File: config.mk
export PLATFORM = sky130hd
export DESIGN_NAME = vga_bounce_painter_flat
export DESIGN_NICKNAME = d
export VERILOG_FILES = /design/src/rtl/vga_bounce_painter_if.sv /design/src/rtl/vga_bounce_painter.sv /design/src/flat_wrapper.sv
export SDC_FILE = /design/constraint.sdc
export NUM_CORES = 1
export LEC_CHECK = 0
export ABC_AREA = 1
export ABC_CLOCK_PERIOD_IN_PS = 2000
export BUFFER_PORTS_ARGS = -buffer_cell sky130_fd_sc_hd__buf_2
export CAP_MARGIN = 20
export CORE_ASPECT_RATIO = 1.75
export CORE_MARGIN = 2
export CORE_UTILIZATION = 45
export DETAILED_ROUTE_END_ITERATION = 8
export PLACE_DENSITY_LB_ADDON = 0.3
export SETUP_SLACK_MARGIN = 0.5
export SKIP_LAST_GASP = 1
export SLEW_MARGIN = 20
export SYNTH_ARGS = -nofsm -noshare
export SYNTH_HDL_FRONTEND = slang
export SYNTH_SLANG_ARGS = --single-unit
File: constraint.sdc
create_clock -name Clock -period 2 [get_ports Clock]
set_clock_uncertainty 0.2 [all_clocks]
set_input_delay 0.5 -clock Clock [delete_from_list [all_inputs] [get_ports Clock]]
set_output_delay 0.5 -clock Clock [all_outputs]
set_load 0.005 [all_outputs]
File: src/rtl/vga_bounce_painter_if.sv
// Pixel-stream bundle between the VGA timing controller, the bounce painter and its consumer.
// The master drives the pixel lookahead and controls; the slave returns colour and status.
interface vga_bounce_painter_if;
  logic [10:0] nextX;
  logic [9:0]  nextY;
  logic        blank_n;
  logic        vSync_n;
  logic        pauseReq;
  logic [7:0]  red;
  logic [7:0]  green;
  logic [7:0]  blue;
  logic [7:0]  bounceCount;
  logic        paused;

  modport master (
    output nextX, nextY, blank_n, vSync_n, pauseReq,
    input  red, green, blue, bounceCount, paused
  );

  modport slave (
    input  nextX, nextY, blank_n, vSync_n, pauseReq,
    output red, green, blue, bounceCount, paused
  );
endinterface

File: src/rtl/vga_bounce_painter.sv
// Bouncing-square painter over a grid background; sprite moves once per frame on vSync_n fall.
// Optional macro BOUNCE_FLASH_EN: sprite flashes red for FLASH_LEN frames after each bounce.
module vga_bounce_painter #(
  parameter int unsigned H_ACTIVE  = 800,
  parameter int unsigned V_ACTIVE  = 600,
  parameter int unsigned BOX_SIZE  = 64,
  parameter int unsigned STEP      = 4,
  parameter int unsigned FLASH_LEN = 8
) (
  input logic                 Clock,
  input logic                 Reset_n,
  vga_bounce_painter_if.slave bus
);
  localparam logic [0:0] StRun    = 1'b0;
  localparam logic [0:0] StPaused = 1'b1;

  localparam logic [11:0] XLimit = 12'(H_ACTIVE);
  localparam logic [11:0] XBox   = 12'(BOX_SIZE);
  localparam logic [11:0] XStep  = 12'(STEP);
  localparam logic [10:0] YLimit = 11'(V_ACTIVE);
  localparam logic [10:0] YBox   = 11'(BOX_SIZE);
  localparam logic [10:0] YStep  = 11'(STEP);

  logic [10:0] box_x_q, box_x_d;
  logic [9:0]  box_y_q, box_y_d;
  logic        dir_x_q, dir_x_d;  // 1 = moving toward 0
  logic        dir_y_q, dir_y_d;
  logic        vs_q;
  logic [0:0]  state_q, state_d;
  logic [7:0]  bounce_cnt_q, bounce_cnt_d;
  logic [7:0]  red_q, red_d, green_q, green_d, blue_q, blue_d;
  logic        tick, move, bounce_x, bounce_y;
  logic        in_x, in_y;
  logic [23:0] sprite_rgb;

  assign tick = vs_q & ~bus.vSync_n;
  // Movement is gated by the state before any same-cycle pause toggle.
  assign move = tick && (state_q == StRun);

  always_comb begin
    box_x_d  = box_x_q;
    dir_x_d  = dir_x_q;
    bounce_x = 1'b0;
    if (move) begin
      if (!dir_x_q) begin
        if ({1'b0, box_x_q} + XStep + XBox >= XLimit) begin
          box_x_d  = 11'(H_ACTIVE - BOX_SIZE);
          dir_x_d  = 1'b1;
          bounce_x = 1'b1;
        end else begin
          box_x_d = box_x_q + XStep[10:0];
        end
      end else if ({1'b0, box_x_q} <= XStep) begin
        box_x_d  = '0;
        dir_x_d  = 1'b0;
        bounce_x = 1'b1;
      end else begin
        box_x_d = box_x_q - XStep[10:0];
      end
    end
  end

  always_comb begin
    box_y_d  = box_y_q;
    dir_y_d  = dir_y_q;
    bounce_y = 1'b0;
    if (move) begin
      if (!dir_y_q) begin
        if ({1'b0, box_y_q} + YStep + YBox >= YLimit) begin
          box_y_d  = 10'(V_ACTIVE - BOX_SIZE);
          dir_y_d  = 1'b1;
          bounce_y = 1'b1;
        end else begin
          box_y_d = box_y_q + YStep[9:0];
        end
      end else if ({1'b0, box_y_q} <= YStep) begin
        box_y_d  = '0;
        dir_y_d  = 1'b0;
        bounce_y = 1'b1;
      end else begin
        box_y_d = box_y_q - YStep[9:0];
      end
    end
  end

  always_comb begin
    state_d      = state_q;
    bounce_cnt_d = bounce_cnt_q;
    if (bus.pauseReq) begin
      case (state_q)
        StRun:    state_d = StPaused;
        default:  state_d = StRun;
      endcase
    end
    if (bounce_x || bounce_y) bounce_cnt_d = bounce_cnt_q + 8'd1;
  end

`ifdef BOUNCE_FLASH_EN
  logic [3:0] flash_q, flash_d;

  always_comb begin
    flash_d = flash_q;
    if (move) begin
      if (bounce_x || bounce_y) flash_d = 4'(FLASH_LEN);
      else if (flash_q != 4'd0) flash_d = flash_q - 4'd1;
    end
  end

  always_ff @(posedge Clock or negedge Reset_n) begin
    if (!Reset_n) flash_q <= 4'd0;
    else          flash_q <= flash_d;
  end

  assign sprite_rgb = (flash_q != 4'd0) ? 24'hFF0000 : 24'hFFFFFF;
`else
  assign sprite_rgb = 24'hFFFFFF;
`endif

  assign in_x = ({1'b0, bus.nextX} >= {1'b0, box_x_q}) &&
                ({1'b0, bus.nextX} <  {1'b0, box_x_q} + XBox);
  assign in_y = ({1'b0, bus.nextY} >= {1'b0, box_y_q}) &&
                ({1'b0, bus.nextY} <  {1'b0, box_y_q} + YBox);

  always_comb begin
    {red_d, green_d, blue_d} = 24'h000030;
    if (!bus.blank_n) begin
      {red_d, green_d, blue_d} = 24'h000000;
    end else if (in_x && in_y) begin
      {red_d, green_d, blue_d} = sprite_rgb;
    end else if (bus.nextX[5:0] == 6'd0 || bus.nextY[5:0] == 6'd0) begin
      {red_d, green_d, blue_d} = 24'h404040;
    end
  end

  always_ff @(posedge Clock or negedge Reset_n) begin
    if (!Reset_n) begin
      box_x_q      <= '0;
      box_y_q      <= '0;
      dir_x_q      <= 1'b0;
      dir_y_q      <= 1'b0;
      vs_q         <= 1'b1;
      state_q      <= StRun;
      bounce_cnt_q <= '0;
      red_q        <= '0;
      green_q      <= '0;
      blue_q       <= '0;
    end else begin
      box_x_q      <= box_x_d;
      box_y_q      <= box_y_d;
      dir_x_q      <= dir_x_d;
      dir_y_q      <= dir_y_d;
      vs_q         <= bus.vSync_n;
      state_q      <= state_d;
      bounce_cnt_q <= bounce_cnt_d;
      red_q        <= red_d;
      green_q      <= green_d;
      blue_q       <= blue_d;
    end
  end

  assign bus.red         = red_q;
  assign bus.green       = green_q;
  assign bus.blue        = blue_q;
  assign bus.bounceCount = bounce_cnt_q;
  assign bus.paused      = (state_q == StPaused);
endmodule
File: src/flat_wrapper.sv
// flat-port wrapper written by rule: the top's interface ports become plain ports
module vga_bounce_painter_flat 
#(
  parameter int unsigned H_ACTIVE  = 800,
  parameter int unsigned V_ACTIVE  = 600,
  parameter int unsigned BOX_SIZE  = 64,
  parameter int unsigned STEP      = 4,
  parameter int unsigned FLASH_LEN = 8
)
  (Clock, Reset_n, bus_nextX, bus_nextY, bus_blank_n, bus_vSync_n, bus_pauseReq, bus_red, bus_green, bus_blue, bus_bounceCount, bus_paused);
  vga_bounce_painter_if bus_i ();
  input logic Clock;
  input logic Reset_n;
  input wire logic [$bits(bus_i.nextX)-1:0] bus_nextX;
  input wire logic [$bits(bus_i.nextY)-1:0] bus_nextY;
  input wire logic [$bits(bus_i.blank_n)-1:0] bus_blank_n;
  input wire logic [$bits(bus_i.vSync_n)-1:0] bus_vSync_n;
  input wire logic [$bits(bus_i.pauseReq)-1:0] bus_pauseReq;
  output wire logic [$bits(bus_i.red)-1:0] bus_red;
  output wire logic [$bits(bus_i.green)-1:0] bus_green;
  output wire logic [$bits(bus_i.blue)-1:0] bus_blue;
  output wire logic [$bits(bus_i.bounceCount)-1:0] bus_bounceCount;
  output wire logic [$bits(bus_i.paused)-1:0] bus_paused;
  assign bus_i.nextX = bus_nextX;
  assign bus_i.nextY = bus_nextY;
  assign bus_i.blank_n = bus_blank_n;
  assign bus_i.vSync_n = bus_vSync_n;
  assign bus_i.pauseReq = bus_pauseReq;
  assign bus_red = bus_i.red;
  assign bus_green = bus_i.green;
  assign bus_blue = bus_i.blue;
  assign bus_bounceCount = bus_i.bounceCount;
  assign bus_paused = bus_i.paused;
  vga_bounce_painter #(.H_ACTIVE(H_ACTIVE), .V_ACTIVE(V_ACTIVE), .BOX_SIZE(BOX_SIZE), .STEP(STEP), .FLASH_LEN(FLASH_LEN)) u_core (.Clock(Clock), .Reset_n(Reset_n), .bus(bus_i));
endmodule
* Yosys cells after proc, flatten, opt, wreduce, memory -nomap -nowiden
Cells that the tools add are included.
** Cells by class
- $add $sub $neg :: 11
- $lt $le $gt $ge :: 8
- Mux-type cells :: 25
- Bitwise gates (word level) :: 3
- Reductions and logical operators :: 8
** Operator list (number)
- two-way mux 11 bit :: 3
- two-way mux 8 bit :: 4
- two-way mux 10 bit :: 3
- two-way mux 7 bit :: 2
- two-way mux 1 bit :: 13
- adder 11 x 3 -> 12 bit (second input constant) :: 1
- adder 11 x 7 -> 12 bit (second input constant) :: 1
- adder 12 x 7 -> 12 bit (second input constant) :: 1
- greater-or-equal comparator 12 x 10 -> 1 bit (second input constant) :: 1
- logical NOT 6 bit :: 2
- < comparator 11 x 12 -> 1 bit :: 1
- adder 10 x 3 -> 11 bit (second input constant) :: 1
- adder 10 x 7 -> 11 bit (second input constant) :: 1
- adder 11 x 3 -> 11 bit (second input constant) :: 1
- adder 11 x 7 -> 11 bit (second input constant) :: 1
- greater-or-equal comparator 11 x 10 -> 1 bit (second input constant) :: 1
- greater-or-equal comparator 11 bit :: 1
- less-or-equal comparator 11 x 3 -> 1 bit (second input constant) :: 1
- < comparator 10 x 11 -> 1 bit :: 1
- subtractor 11 x 3 -> 11 bit (second input constant) :: 1
- adder 10 x 3 -> 10 bit (second input constant) :: 1
- greater-or-equal comparator 10 bit :: 1
- less-or-equal comparator 10 x 3 -> 1 bit (second input constant) :: 1
- subtractor 10 x 3 -> 10 bit (second input constant) :: 1
- other kinds (5) :: 10
** Storage, ports and cells
- Register bits after elaboration :: 49
- Output and inout bits :: 33

* Depth between registers and ports, before layout
Gate-level depths: netlist of the first run.
- Word-level depth :: 7
- Gate-level depth with buffers :: 14

* Worst setup path before layout of the first run
Ideal clock, no wire load.
- Path type :: register to register
- Start :: reg u_core.box_y_q[2]
- End :: reg u_core.bounce_cnt_q[7] (netlist: u_core.bus.bounceCount[7])
- Arrival time :: 1861 ps
- Required time :: 1683 ps
- Path slack :: -177 ps
- Cell stages (with the launch flop) :: 14
- Buffers on the path :: 0
- Clock period less this slack :: 2177 ps
- Path through :: dfrtp_1 -> inv_1 -> ha_1 -> or2_2 -> nand3_1 -> nand2_1 -> nand2_1 -> nand3_1 -> nand2_2 -> nand3_2 -> nand3_4 -> nand2_4 -> nand2_1 -> nand2_1
** Between the ends
- Word-level cells in the longest chain between the ends :: 7
- Elaborated cells on any way between the ends :: 9
** RTL lines
- start: declaration :: RTL line vga_bounce_painter.sv:25 : logic [9:0] box_y_q, box_y_d;
- start signal: assignment :: RTL line vga_bounce_painter.sv:149 : box_y_q <= box_y_d;
- adder 10 x 3 -> 11 bit :: RTL line vga_bounce_painter.sv:69 : if ({1'b0, box_y_q} + YStep + YBox >= YLimit) begin
- adder 11 x 7 -> 11 bit :: RTL line vga_bounce_painter.sv:69
- greater-or-equal comparator 11 x 10 -> 1 bit :: RTL line vga_bounce_painter.sv:69
- two-way mux 1 bit :: RTL line vga_bounce_painter.sv:69
- two-way mux 1 bit * :: RTL line vga_bounce_painter.sv:68 : if (!dir_y_q) begin
- two-way mux 1 bit * :: RTL line vga_bounce_painter.sv:67 : if (move) begin
- logical OR 1 bit * :: RTL line vga_bounce_painter.sv:95 : if (bounce_x || bounce_y) bounce_cnt_d = bounce_cnt_q + 8'd1;
- end signal: assignment :: RTL line vga_bounce_painter.sv:154 : bounce_cnt_q <= bounce_cnt_d;
- end: declaration :: RTL line vga_bounce_painter.sv:30 : logic [7:0] bounce_cnt_q, bounce_cnt_d;
Mark *: on every way between the ends. The rest lies on a longest branch, timed or not.
A chain may end at the register's enable or synchronous reset.

* Final worst setup path of the first run
- Start :: reg u_core.box_x_q[6]
- End :: reg u_core.blue_q[5] (netlist: u_core.bus.blue[5])
** Between the ends
- Word-level cells in the longest chain between the ends :: 6
- Elaborated cells on any way between the ends :: 7
** RTL lines
- start: declaration :: RTL line vga_bounce_painter.sv:24 : logic [10:0] box_x_q, box_x_d;
- start signal: assignment :: RTL line vga_bounce_painter.sv:148 : box_x_q <= box_x_d;
- adder 11 x 7 -> 12 bit :: RTL line vga_bounce_painter.sv:120 : ({1'b0, bus.nextX} < {1'b0, box_x_q} + XBox);
- < comparator 11 x 12 -> 1 bit :: RTL line vga_bounce_painter.sv:120
- logical AND 1 bit * :: RTL line vga_bounce_painter.sv:119 : assign in_x = ({1'b0, bus.nextX} >= {1'b0, box_x_q}) &&
- logical AND 1 bit * :: RTL line vga_bounce_painter.sv:128 : end else if (in_x && in_y) begin
- two-way mux 8 bit * :: RTL line vga_bounce_painter.sv:128
- two-way mux 8 bit * :: RTL line vga_bounce_painter.sv:126 : if (!bus.blank_n) begin
- end signal: assignment :: RTL line vga_bounce_painter.sv:157 : blue_q <= blue_d;
- end: declaration :: RTL line vga_bounce_painter.sv:31 : logic [7:0] red_q, red_d, green_q, green_d, blue_q, blue_d;
Marked as above.

==> impl_metrics.toml, run 1 <==
[sta]
worst_pin_slew_ns = 0.440
fin_setup_tns_ns = -2.48
rsz0062_at_grt = "yes"
hold_violations = 0
slew_violations = 0
finalWorstSetupSlack_ns = -0.210
setup-violations-final = 28
fin_crit_ns = 2.21
slew_headroom_pct = 70.7
max_clock_freq_mhz = 452
period_share_pct = 110

[synth]
synth.yosys.warnings = 0
synth_largest_area_cell = "dfrtp_1"
synthCells = 461
ys_ff_latch = 32
avgSynthCellArea_um2 = 7.33
syn_nets = 527
synthTopCellsByArea = "dfrtp_1 23%, ha_1 15%, nand2_1 12%"
synth.top_cell.area_share_pct = 22.9
ys_types = 41
netlist_area_um2 = 3380
yosysSeqAreaShare_pct = 23.7

[floorplan]
initial_core_util_pct = 46.7
ios = 59
die_width_um = 69.5
fp.dieH_um = 119
coreArea_um2 = 7230
dieArea_um2 = 8250
std_cell_rows = 41

[place]
gp_congestion = 0.873
place_ws_ns = -0.224
place_hpwl_mm = 7.02
place_inst = 634
portBuffers = 58

[layout]
final_util_pct = 66.8
final_common_cell = "nand2_1"
syn2layout_area_growth_pct = 43.0
fin_cells = 671
fin_nets = 650
final_cell_mix = "89 x nand2_1, 77 x buf_4, 58 x buf_2"
antenna_cells = 0
drive_above_1_share_pct = 42.7

[pwr]
leakagePower_nw = 2.48
ir_worst_vdd_v = 0.000795
p_per_area_nw_per_um2 = 1380

[global_route]
grt_pass1_vias = 3595
antenna_found_initial = 0
grt-ovfl-total = 0
grt_max_degree = 33
grt_pass1_wl_mm = 15.7
grt_usage_pct = 23.7

[critical_path]
max_stage_delay_ns = 0.46
crit_family = "adder cells"
worstReg2RegEnd = "u_core.bus.blue[5]$_DFF_PN0_"
startpoint_type = "flip-flop"
cp_data_arrival_time_ns = 2.18
worstPathBufferInverterCount = 1
reg2reg_from = "u_core.box_x_q[6]$_DFFE_PN0P_"
startpoint = "u_core.box_x_q[6]$_DFFE_PN0P_"
cpMostUsedCell = "nand4_1"
critPathRequiredTime_ns = 1.97
worst_path_max_delay_cell = "dfrtp_2"
cp_cell_sequence = "ha_4, inv_4, nor2_4, xor2_2, ha_1, nand4_1, a211oi_2, nor2_2, nand4_1, nand2_1"
reg2regPathDepth = 10
crit_path_end_kind = "flip-flop"
worst-path-stages = 10
cp_max_fo = 5
regToRegSetupSlack_ns = -0.21
critPathKind = "reg -> reg"

[detailed_routing]
vias = 3524
drtAntennaViolNets = 0
vias_per_cell = 5.25
wl_per_cell_um = 14.7
drt_first_pass_iters = 4
drt-total-wl_mm = 9.85
drc = 0
drt-initial-drc-count = 137

[worst_hold_path]
hp-class = "in -> async"

[clocking]
cts_buffers = 5
cts_tree = "built"
clk_latency_ns = 0.29
clock-sinks = 32
clk_pin_slew_worst_paths_ns = 0.06
clock_path_buffers = 2
cts_root_buf = "clkbuf_16"
h-tree-depth = 2

[run]
maxCapViolations = 0

[run_status]
violations = "setup timing"
status = "finished, violations left"
-- per-stage QoR --
stage / hold WS (ns) / area (um^2) / total power [W]
2_1_floorplan: 0.00441 / 3460 / 0.00350
3_3_place_gp: 0.276 / 4100 / 0.00464
3_5_place_dp: 0.285 / 4100 / 0.00474
4_1_cts: 0.0529 / 4620 / 0.00618
5_1_grt: 0.0707 / 4830 / 0.00717
6_report: 0.0294 / 4830 / 0.00667
-- cells in the mapped netlist, drive strengths merged --
master / instances
nor3: 7
nand2: 110
nand3: 40
inv: 48
nor4: 2
o21bai: 1
o22ai: 4
clkbuf: 3
nand4: 11
nor2: 36
o2111ai: 2
clkinv: 1
ha: 40
buf: 27
xnor2: 5
o31a: 1
a31oi: 2
xor2: 28
a22oi: 4
or2: 3
dfrtp: 31
nor3b: 1
a21oi: 23
o21a: 4
a211oi: 1
o21ai: 25
dfstp: 1
-- cell families (layout without fill, tap and decap cells) --
kind of cell,Yosys count,in the layout,synth area share (%)
adders and majority gates,40,40,14.8
and+or+nand+nor,210,212,29.5
DFF,32,32,23.7
AOI/OAI and AO/OA,67,67,11.3
xor gates and xnor gates,33,33,8.55
buffers and inverters,79,201,12.1
-- registers in the layout, summed over array words and instances, names as in the netlist --
| register | cells |
|---|---|
| u_core.dir_x_q | 1 |
| u_core.vs_q | 1 |
| u_core.bus.bounceCount | 8 |
| u_core.box_y_q | 8 |
| u_core.bus.paused | 1 |
| u_core.bus.green | 2 |
| u_core.dir_y_q | 1 |
| u_core.box_x_q | 9 |
| u_core.bus.blue | 1 |
-- power breakdown --
part	internal (W)	switching, W	total, W
registers	0.000848	0.000287	0.00114
clock network	0.000585	0.000308	0.000893
logic	0.00218	0.00246	0.00464
-- final cells by class --
class / count / area [um^2]
clock inverter: 3 / 42.5
fill: 574 / 2400
timing repair buffer: 144 / 987
inverter: 49 / 200
tap: 86 / 108
clock buffer: 5 / 125
sequential: 32 / 811
multi-input combinational: 352 / 2560
-- per-layer routing --
layer	track usage, %	up-vias	share of wire (%)
met2	46.2	90	55
met1	22.2	1640	36
met4	14.8	0	5.3
li1	-	1755	-
met3	3.24	39	3.2
met5	0	-	0
-- repair_timing --
item / 4_1_cts / 5_1_grt
pin swaps: 21 / 22
setup endpoints to repair: 61 / 60
hold buffers: 0 / 0
gates resized for setup: 44 / 37
hold endpoints to repair: 0 / 0
setup buffers: 22 / 5
cloned: 2 / 0
-- worst max path at each step --
stage / endpoint / slack [ns]
global route: u_core.bus.blue[5]$_DFF_PN0_ / -0.34
finish: u_core.bus.blue[5]$_DFF_PN0_ / -0.21
CTS: u_core.bus.blue[5]$_DFF_PN0_ / -0.16
global placement: u_core.bus.green[6]$_DFF_PN0_ / -0.15
floorplan: u_core.bus.blue[5]$_DFF_PN0_ / -0.03
detailed placement: u_core.bus.blue[5]$_DFF_PN0_ / -0.22
Power figures use the tool's default switching activity.
==> inputs of run 2 (changes only) <==
CAP_MARGIN = 15   (was 20)
SETUP_SLACK_MARGIN = not set   (was 0.5)
==> impl_metrics.toml, run 2 (synthesis results as in run 1) <==
[global_route]
grt_pass1_wl_mm = 15.6
grt_pass1_vias = 3534
grt_max_degree = 25
antenna_found_initial = 0
grt_usage_pct = 23.4
grt-ovfl-total = 0

[sta]
max_clock_freq_mhz = 470
finalWorstSetupSlack_ns = -0.128
worst_pin_slew_ns = 0.444
rsz0062_at_grt = "yes"
slew_headroom_pct = 70.4
setup-violations-final = 24
hold_violations = 0
slew_violations = 0
period_share_pct = 106
whs_ns = 0.131
fin_crit_ns = 2.13

[layout]
nFillCells = 597
fin_cells = 655
syn2layout_area_growth_pct = 38.5
final_cell_mix = "89 x nand2_1, 61 x buf_4, 58 x buf_2"
final_cell_area_um2 = 4680
largest_register_ffs = 9
drive_above_1_share_pct = 41.3
fin_nets = 634
antenna_cells = 0
final_common_cell = "nand2_1"
regMostFlops = "u_core.box_x_q"

[pwr]
p_per_area_nw_per_um2 = 1390
seqPwrFrac_pct = 18.0
switching_share_pct = 45.9
ir_worst_vdd_v = 0.000835
p_int_w = 0.00352
leakagePower_nw = 2.40
p_comb_share_pct = 68.8
pwr-share-clk_pct = 13.2
fin_total_pwr_w = 0.00650
p_sw_w = 0.00298

[clocking]
cts_tree = "built"
cts_root_buf = "clkbuf_16"
h-tree-depth = 2
cts_buffers = 5
clock_path_buffers = 2
clk_pin_slew_worst_paths_ns = 0.05
clk_latency_ns = 0.28
clock-sinks = 32

[critical_path]
startpoint_type = "flip-flop"
critPathRequiredTime_ns = 2.01
cp_max_fo = 4
cp_data_arrival_time_ns = 2.14
crit_path_end_kind = "flip-flop"
critPathKind = "reg -> reg"

[detailed_routing]
drc = 0
wl_per_cell_um = 15.1
drt-initial-drc-count = 139
vias = 3503
drtAntennaViolNets = 0
drt-total-wl_mm = 9.91
drt_first_pass_iters = 4
vias_per_cell = 5.35

[run_status]
status = "finished, violations left"
violations = "setup timing"

[floorplan]
die_width_um = 69.5
coreArea_um2 = 7230
std_cell_rows = 41
ios = 59
fp.dieH_um = 119
dieArea_um2 = 8250
initial_core_util_pct = 46.7

[worst_hold_path]
hp-class = "in -> reg"

[place]
place_ws_ns = -0.137
gp_congestion = 0.914
place_hpwl_mm = 7.26
placed_area_um2 = 4010
portBuffers = 58
place_inst = 625

[run]
maxCapViolations = 0
run 2: changes by cell type in the layout (fill, tap and decap cells not counted), sizes merged:
cell	before	now
clkinvlp	1	0
buf	144	127
dlygate4sd3	0	1
clkbuf	5	6
run 2: final timing paths:
path | depth (start not counted) | endpoint | slack (ns) | from
min in group asynchronous | 2 | u_core.bus.bounceCount[1]$_DFFE_PN0P_ | 0.47 | Reset_n
setup / recovery | 13 | u_core.bus.bounceCount[1]$_DFFE_PN0P_ | -0.13 | u_core.box_y_q[3]$_DFFE_PN0P_
hold reg to reg | 1 | u_core.bus.paused$_DFFE_PN0P_ | 0.29 | u_core.bus.paused$_DFFE_PN0P_
setup reg to reg | 13 | u_core.bus.bounceCount[1]$_DFFE_PN0P_ | -0.13 | u_core.box_y_q[3]$_DFFE_PN0P_
hold / removal | 1 | u_core.vs_q$_DFF_PN1_ | 0.13 | bus_vSync_n
max in group asynchronous | 3 | u_core.vs_q$_DFF_PN1_ | 0.63 | Reset_n
run 2: critical path: stages, from the launching register on:
cell and delay (ns):
dfrtp_1 0.43, inv_2 0.13, ha_4 0.22, or2_4 0.23
nand3_2 0.06, nand2_1 0.06, nand2_1 0.08, nand3_2 0.09
nand2_4 0.09, nand3_4 0.09, buf_4 0.16, nand3_4 0.08
nand3_1 0.07, nand2_1 0.08
run 2: area by class of cell:
class | count | area, um^2 | share of cell area [%]
clock buffers | 6 | 129 | 2.75
clock inverters | 2 | 35.0 | 0.748
inverters | 49 | 194 | 4.14
multi-input cells | 352 | 2540 | 54.2
flip-flops and latches | 32 | 811 | 17.3
well taps | 86 | 108 | 2.30
repair buffers | 128 | 866 | 18.5
run 2: per-layer routing:
metal  GRT usage (%)  vias up  routed length, um
li1                -     1729                  -
met1            22.1     1633               3310
met2            47.8      100               5790
met3            2.56       41                356
met4            10.9        0                459
met5               0        -                  0
run 2: power by group through the flow:
| stage | logic, W | registers, W | clock network (W) |
|---|---|---|---|
| finish | 0.00447 | 0.00117 | 0.000860 |
| global route | 0.00492 | 0.00119 | 0.000891 |
| CTS | 0.00386 | 0.00114 | 0.000870 |
| detailed placement | 0.00353 | 0.00114 | 0 |
| global placement | 0.00345 | 0.00113 | 0 |
| floorplan | 0.00241 | 0.00106 | 0 |
run 2: through the flow:
step	setup TNS, ns	utilization (%)
CTS	-0.701	60.8
finish	-1.66	64.7
global route	-4.48	64.7
detailed placement	-1.87	55.4
floorplan	-0.0816	-
global placement	-0.418	55.4
run 2: timing repair:
| action | in CTS | in global routing |
|---|---|---|
| hold buffers | 1 | 0 |
| setup endpoints to repair | 23 | 30 |
| hold endpoints to repair | 13 | 0 |
| cloned | 2 | 0 |
| buffers inserted | 12 | 8 |
| pin swaps | 30 | 19 |
| gates resized for setup | 31 | 59 |
